===== config.mk =====
export PLATFORM = sky130hd
export DESIGN_NAME = wb_wport_arb
export DESIGN_NICKNAME = d
export VERILOG_FILES = /design/src/rtl/wb_wport_arb.sv
export SDC_FILE = /design/constraint.sdc
export NUM_CORES = 1
export LEC_CHECK = 0
export CAP_MARGIN = 20
export CORE_MARGIN = 3
export CORE_UTILIZATION = 47
export CTS_CLUSTER_SIZE = 24
export DETAILED_ROUTE_END_ITERATION = 16
export HOLD_SLACK_MARGIN = 0.05
export PLACE_DENSITY = 0.82
export SYNTH_ARGS = -nofsm -noshare
export SYNTH_HDL_FRONTEND = slang
export SYNTH_SLANG_ARGS = --single-unit

===== constraint.sdc =====
create_clock -name i_clk -period 9.3 [get_ports i_clk]
set_clock_uncertainty 0.2 [all_clocks]
set_input_delay 0.93 -clock i_clk [delete_from_list [all_inputs] [get_ports i_clk]]
set_output_delay 0.93 -clock i_clk [all_outputs]
set_load 0.02 [all_outputs]

===== src/rtl/wb_wport_arb.sv =====
// wb_wport_arb: shares one register-file write port between the pipeline write-back and a
// long-latency unit result queue; define WB_ARB_BYPASS_EN for 0-cycle LU writes when idle.
module wb_wport_arb #(
   parameter int DEPTH      = 2,
   parameter int STARVE_MAX = 4
) (
   input  logic        i_clk,
   input  logic        i_rst,
   input  logic        i_wb_wen,
   input  logic [4:0]  i_wb_waddr,
   input  logic [31:0] i_wb_wdata,
   input  logic        i_lu_vld,
   input  logic [4:0]  i_lu_waddr,
   input  logic [31:0] i_lu_wdata,
   output logic        o_lu_rdy,
   output logic        o_rd_wen,
   output logic [4:0]  o_rd_waddr,
   output logic [31:0] o_rd_wdata,
   output logic        o_stall,
   output logic [31:0] o_pend_mask
);
   localparam int PW = $clog2(DEPTH);
   localparam int CW = $clog2(DEPTH + 1);
   logic [PW-1:0]    wr_q, wr_d, rd_q, rd_d;
   logic [CW-1:0]    cnt_q, cnt_d;
   logic [3:0]       stv_q, stv_d;
   logic [DEPTH-1:0] vld_q, vld_d;
   logic [4:0]       addr_q [DEPTH];
   logic [31:0]      data_q [DEPTH];
   logic             empty, wb_ok, pop, acc, byp, push;
   always_comb begin
      empty    = cnt_q == '0;
      o_stall  = !i_rst && stv_q == 4'(STARVE_MAX);
      o_lu_rdy = !i_rst && cnt_q < CW'(DEPTH);
      // a stalled pipeline is holding its instruction, so its write is ignored
      wb_ok    = !i_rst && !o_stall && i_wb_wen && i_wb_waddr != '0;
      pop      = !i_rst && !empty && !wb_ok;
      acc      = i_lu_vld && o_lu_rdy;
`ifdef WB_ARB_BYPASS_EN
      byp      = acc && i_lu_waddr != '0 && empty && !wb_ok && !o_stall;
`else
      byp      = 1'b0;
`endif
      push     = acc && i_lu_waddr != '0 && !byp;
      o_rd_wen   = wb_ok || pop || byp;
      o_rd_waddr = wb_ok ? i_wb_waddr : pop ? addr_q[rd_q] : byp ? i_lu_waddr : '0;
      o_rd_wdata = wb_ok ? i_wb_wdata : pop ? data_q[rd_q] : byp ? i_lu_wdata : '0;
      o_pend_mask = '0;
      for (int k = 0; k < DEPTH; k++)
         if (vld_q[k] && !i_rst) o_pend_mask[addr_q[k]] = 1'b1;
      wr_d  = push ? (wr_q == PW'(DEPTH - 1) ? '0 : wr_q + 1'b1) : wr_q;
      rd_d  = pop ? (rd_q == PW'(DEPTH - 1) ? '0 : rd_q + 1'b1) : rd_q;
      cnt_d = cnt_q + CW'(push) - CW'(pop);
      vld_d = vld_q;
      if (pop) vld_d[rd_q] = 1'b0;
      if (push) vld_d[wr_q] = 1'b1;
      stv_d = (empty || pop) ? '0 : stv_q == 4'(STARVE_MAX) ? stv_q : stv_q + 1'b1;
   end
   always_ff @(posedge i_clk or posedge i_rst) begin
      if (i_rst) begin
         wr_q  <= '0;
         rd_q  <= '0;
         cnt_q <= '0;
         vld_q <= '0;
         stv_q <= '0;
      end else begin
         wr_q  <= wr_d;
         rd_q  <= rd_d;
         cnt_q <= cnt_d;
         vld_q <= vld_d;
         stv_q <= stv_d;
      end
   end
   always_ff @(posedge i_clk) begin
      if (push) begin
         addr_q[wr_q] <= i_lu_waddr;
         data_q[wr_q] <= i_lu_wdata;
      end
   end
endmodule


==> results of run 1 <==
[sequential cells by signal, summed over array words and instances, names as in the netlist]
name    count
wr_q        1
rd_q        1
vld_q       2
addr_q     10
cnt_q       2
stv_q       4
data_q     64
[layer usage]
layer	GRT usage, %	vias to the layer above
met3	4.33	16
met1	28.2	1561
met4	7.24	0
met5	0	-
li1	-	1486
met2	35.6	193
[synthesized netlist by cell type (all sizes together) (2+ instances only)]
cell type	n	area, µm²
nand4	2	12.5
dfrtp	10	250
clkbuf	14	53.8
ha	4	50.1
or3b	4	35.0
or4	2	15.0
buf	8	70.1
xnor2	4	35.0
nand2b	3	18.8
o22ai	34	213
a21oi	2	10.0
nand3b	7	52.6
nor2	17	63.8
nand2	9	33.8
a221o	37	370
nand3	4	20.0
or3	4	25.0
inv	6	22.5
and3	38	238
edfxtp	74	2220
o21ai	2	10.0
[through the flow]
stage / power (mW) / util (%)
2_1_floorplan: 0.740 / -
3_5_place_dp: 0.924 / 68.9
5_1_grt: 1.20 / 71.7
4_1_cts: 1.15 / 71.1
3_3_place_gp: 0.915 / 68.9
6_report: 1.15 / 71.7
[cells by family (layout without fill, tap and decap cells)]
| family | Yosys count | count (layout) | share of synthesized area [%] |
|---|---|---|---|
| AO/OA/AOI/OAI | 80 | 80 | 16.6 |
| buffers and inverters | 28 | 177 | 3.77 |
| AND/OR/NAND/NOR | 92 | 92 | 13.7 |
| XOR/XNOR | 4 | 4 | 0.903 |
| flip-flops | 84 | 84 | 63.7 |
| adder cells (fa/ha/maj) | 4 | 4 | 1.29 |
[power by group through the flow]
stage | Combinational [mW] | Clock (mW) | Sequential (mW)
final | 0.432 | 0.225 | 0.493
after global routing | 0.461 | 0.246 | 0.498
after CTS | 0.426 | 0.230 | 0.494
after detailed placement | 0.422 | 0 | 0.502
after global placement | 0.415 | 0 | 0.500
after floorplan | 0.248 | 0 | 0.492
[how the worst max path moves through the flow]
stage	end	slack [ns]	cells after the start
2_1_floorplan	addr_q[0][0]	5.48	3
3_3_place_gp	o_rd_wdata[3]	4.35	7
3_5_place_dp	o_rd_wdata[16]	4.29	7
4_1_cts	o_rd_wdata[6]	4.27	7
5_1_grt	o_rd_wdata[6]	4.13	7
6_report	o_rd_wdata[6]	4.24	7
[critical path: cells and delay by family]
family | cells | cell delay [ns]
and+or+nand+nor | 2 | 0.96
buffers and inverters | 3 | 1.48
AOI/OAI and AO/OA | 2 | 0.54
[cell type report]
class	instances	area [µm²]	share of cell area (%)
flip-flops and latches	84	2470	43.7
repair buffers	155	1570	27.7
multi-input cells	180	1290	22.8
well taps	102	128	2.26
clock buffers	9	124	2.19
clock inverters	7	50.0	0.885
inverters	6	22.5	0.398
==> results.py, run 1 <==
metrics = {
    "grt": {
        "grtUsageTotal_pct": 21.5,
        "overflow": 0,
        "antenna_found_initial": 0,
        "grt_pass1_wl_um": 16400,
        "grt_start_max_net_pins": 40,
        "first_global_vias": 3226,
    },
    "status": {
        "status": "finished clean",
    },
    "pwr": {
        "power.density_nw_per_um2": 203,
        "ir_drop_uv": 132,
        "p_leak_nw": 2.02,
        "comb_power_share_pct": 37.6,
        "internal_power_mw": 0.769,
        "pwr-share-seq_pct": 42.9,
        "netSwitchingPower_mw": 0.380,
        "clkPwrFrac_pct": 19.5,
        "sw_frac_of_total_pct": 33.1,
    },
    "timing": {
        "worst_pin_slew_ns": 0.740,
        "rsz0062_at_grt": "no",
        "period_needed_ns": 5.06,
        "whs_ns": 0.318,
        "drv_slew": 0,
        "slew_headroom_pct": 50.5,
        "setup_viol": 0,
        "worst_slack_ns": 4.24,
        "fin_setup_tns_ns": 0,
        "fmax_mhz": 197,
        "hold_viol": 0,
        "period_share_pct": 54.5,
    },
    "clock_tree": {
        "holdBufCountCts": 0,
        "path_clk_slew_ns": 0.07,
        "numClockSinks": 84,
        "postCtsSetupRepairBufs": 0,
        "cts_tree": "built",
        "cts-root-buf": "clkbuf_8",
        "cts-buffers-inserted": 9,
        "cts_resized": 0,
        "clockBufferDepth": 2,
        "clk_latency_ns": 0.33,
        "htree_levels": 3,
    },
    "drt": {
        "wire_per_inst_um": 19.1,
        "met2WireLength_um": 5170,
        "drt_iter0_markers": 226,
        "drt_pre_antenna_iters": 4,
        "wl_met1_um": 4230,
        "num_vias": 3256,
        "top_layer_used": "met4",
        "met3WireLength_um": 840,
        "ant_nets": 0,
        "drcViolationCount": 0,
        "avgViaCountPerCell": 6.00,
        "routed_wirelength_um": 10400,
    },
    "place": {
        "place.gp.congestion": 0.813,
        "place_inst": 525,
        "dp_hpwl_um": 7200,
        "dpl_cell_area_um2": 5440,
        "post-place-ws_ns": 4.29,
        "port_buffers": 149,
    },
    "worst_setup_path": {
        "crit_chain": "clkdlybuf4s50_1, or4_1, o2111a_1, nor3b_4, buf_4, a221o_1, clkdlybuf4s50_1",
        "reg2reg_slack_ns": 6.39,
        "critPathMaxFanout": 31,
        "max_stage_delay_ns": 0.61,
        "cp.arrival_ns": 3.93,
        "rr_worst_depth": 11,
        "reg2reg_to": "cnt_q[1]",
        "crit_start": "i_wb_waddr[1]",
        "crit_top_cell": "clkdlybuf4s50_1",
        "slowest_stage": "clkdlybuf4s50_1",
        "start_kind": "input pin",
        "path_class": "input pin to output pin",
        "cp_data_required_time_ns": 8.17,
        "critPathCaptureType": "output pin",
        "rr_startpoint": "stv_q[0]",
    },
    "die": {
        "die_x_um": 96.9,
        "start_util_pct": 49.2,
        "coreArea_um2": 7890,
        "rows": 32,
        "ios": 150,
        "die_h_um": 96.9,
        "design.die.area_um2": 9380,
    },
    "layout": {
        "fillers": 554,
        "postLayoutCellArea_um2": 5660,
        "final_nets": 518,
        "area_delta_synth_final_pct": 45.8,
        "stdcell_count": 543,
        "n_antenna_cell": 0,
        "final_common_cell": "clkdlybuf4s50_1",
        "final_cell_mix": "149 x clkdlybuf4s50_1, 74 x edfxtp_1, 38 x and3_1, 37 x a221o_1, 34 x o22ai_1",
        "drive_above_1_share_pct": 6.80,
    },
    "synth": {
        "yosys_warnings": 0,
        "yosysSeqAreaShare_pct": 63.7,
        "ys.flop_type": "edfxtp_1",
        "synth-async-reset-ratio_pct": 11.9,
        "synth_area_um2": 3880,
        "synth.avg_cell_area_um2": 13.3,
        "synth_seq_cells": 84,
        "synth_nets": 374,
        "synth_edf_count": 74,
        "ys_types": 31,
        "synthCells": 292,
    },
    "min_path": {
        "hold_start": "vld_q[0]",
        "worstHoldEndpoint": "vld_q[0]",
        "hold_class": "flip-flop to flip-flop",
        "hold_depth": 1,
    },
    "job": {
        "max_cap_violations": 0,
    },
}
(Power assumes the default switching activity.)
==> inputs of run 2 (changes only) <==
- CORE_UTILIZATION: 47 -> 44
- PLACE_DENSITY: 0.82 -> 0.77
- clock period: 9.3 -> 5 ns (I/O delays scaled with it)
==> run 2 against run 1 <==
Compared with the run above:
- sequential cell count stayed put
- hold slack better by 0.014 ns
- cell count rose by 0.74%
- largest power group unchanged
- global-route usage down 0.13 points
- power up 87%
- via count is 1.6% higher
- register-to-register slack got worse by 4.3 ns
- largest cell class unchanged
==> results.py, run 2 (synthesis results as in run 1) <==
metrics = {
    "layout": {
        "area_delta_synth_final_pct": 45.9,
        "postLayoutCellArea_um2": 5660,
        "final_cell_mix": "149 x clkdlybuf4s50_1, 74 x edfxtp_1, 38 x and3_1, 37 x a221o_1, 34 x o22ai_1",
        "largest_reg_flops": 64,
        "largestRegisters": "data_q (64), addr_q (10), stv_q (4)",
        "final_nets": 519,
        "seqCellArea_um2": 2470,
        "multi_input_area_um2": 1290,
        "max_flop_register": "data_q",
        "n_antenna_cell": 0,
        "drive_above_1_share_pct": 7.01,
        "final_common_cell": "clkdlybuf4s50_1",
        "stdcell_count": 547,
        "fillers": 618,
    },
    "min_path": {
        "hold_depth": 1,
        "hold_start": "cnt_q[1]",
        "worstHoldEndpoint": "cnt_q[1]",
        "hold_class": "flip-flop to flip-flop",
    },
    "drt": {
        "num_vias": 3309,
        "wire_per_inst_um": 19.5,
        "routed_wirelength_um": 10600,
        "avgViaCountPerCell": 6.05,
        "drt_pre_antenna_iters": 5,
        "ant_nets": 0,
        "drt_iter0_markers": 237,
        "drcViolationCount": 0,
    },
    "clock_tree": {
        "clockBufferDepth": 2,
        "postCtsSetupRepairBufs": 0,
        "numClockSinks": 84,
        "cts_tree": "built",
        "clk_latency_ns": 0.34,
        "holdBufCountCts": 0,
        "cts_resized": 0,
        "path_clk_slew_ns": 0.08,
        "cts-buffers-inserted": 9,
        "cts-root-buf": "clkbuf_8",
        "htree_levels": 3,
    },
    "timing": {
        "fin_setup_tns_ns": 0,
        "slew_headroom_pct": 55.2,
        "worst_pin_slew_ns": 0.669,
        "period_needed_ns": 4.03,
        "drv_slew": 0,
        "hold_viol": 0,
        "setup_viol": 0,
        "fmax_mhz": 248,
        "rsz0062_at_grt": "no",
        "period_share_pct": 80.7,
    },
    "worst_setup_path": {
        "rr_startpoint": "stv_q[0]",
        "reg2reg_slack_ns": 2.05,
        "critPathCaptureType": "output pin",
        "cp_data_required_time_ns": 4.30,
        "reg2reg_to": "cnt_q[1]",
        "critPathMaxFanout": 27,
        "rr_worst_depth": 11,
        "cp.arrival_ns": 3.33,
        "start_kind": "input pin",
        "path_class": "input pin to output pin",
    },
    "grt": {
        "gr-usage-met2_pct": 36.0,
        "grt_util_met3_pct": 6.88,
        "grt_pass1_wl_um": 16700,
        "busiest_layer": "met2",
        "antenna_found_initial": 0,
        "grtUsageTotal_pct": 21.3,
        "overflow": 0,
        "grt.met1_usage_pct": 25.7,
        "grt_start_max_net_pins": 39,
        "first_global_vias": 3374,
    },
    "job": {
        "max_cap_violations": 0,
    },
    "pwr": {
        "power.density_nw_per_um2": 380,
        "ir_drop_uv": 241,
        "p_total_mw": 2.15,
        "p_leak_nw": 2.03,
    },
    "status": {
        "status": "finished clean",
    },
    "die": {
        "coreArea_um2": 8380,
        "ios": 150,
        "die_h_um": 99.9,
        "die_x_um": 99.9,
        "design.die.area_um2": 9980,
        "start_util_pct": 46.3,
        "rows": 33,
    },
    "place": {
        "port_buffers": 149,
        "dpl_cell_area_um2": 5450,
        "place_inst": 529,
        "dp_hpwl_um": 7420,
        "place.gp.congestion": 0.865,
    },
}
-- run 2: cell types whose count changed in the layout (fill, tap and decap cells not counted), sizes merged --
cell      previous run  this run
clkinvlp             2         1
inv                  8         7
buf                  6         7
clkinv               3         5
-- run 2: worst max path at each step --
| stage | slack [ns] | endpoint | start | cells past startpoint |
|---|---|---|---|---|
| final | 0.97 | o_rd_wdata[9] | i_wb_waddr[2] | 7 |
| after global routing | 0.84 | o_rd_wdata[4] | i_rst | 7 |
| after CTS | 0.98 | o_rd_wdata[9] | i_wb_waddr[2] | 7 |
| after detailed placement | 0.99 | o_rd_wdata[12] | i_wb_waddr[2] | 7 |
| after global placement | 1.04 | o_rd_waddr[4] | i_wb_waddr[2] | 7 |
| after floorplan | 1.61 | addr_q[0][0] | i_rst | 3 |
-- run 2: report_power, final --
group          internal (mW)  switching (mW)
sequential             0.863          0.0571
combinational          0.385           0.421
clock                  0.182           0.244
-- run 2: layout make-up --
class | instances | share of cell area (%)
sequential | 84 | 43.7
timing repair buffer | 156 | 27.7
multi-input combinational | 180 | 22.8
clock inverter | 7 | 0.906
inverter | 6 | 0.398
tap | 105 | 2.32
clock buffer | 9 | 2.19
-- run 2: stage by stage --
step                      hold slack [ns]  setup WS [ns]  utilization (%)
after floorplan                     0.178           1.61                -
after global placement              0.308           1.04             65.0
after detailed placement            0.323          0.994             65.0
after CTS                           0.335          0.976             67.1
after global routing                0.350          0.843             67.6
final                               0.332          0.965             67.6
-- run 2: routing by layer --
layer | share of wire (%) | vias to the layer above
met5 | 0 | -
met3 | 11 | 18
met2 | 49 | 203
li1 | - | 1496
met1 | 38 | 1592
met4 | 1.9 | 0
-- run 2: critical path: stages --
cell and delay (ns):
clkdlybuf4s50_1 0.46, or4_1 0.57, o2111ai_2 0.47, buf_4 0.37, and3_1 0.21, a221o_1 0.13, clkdlybuf4s50_1 0.61
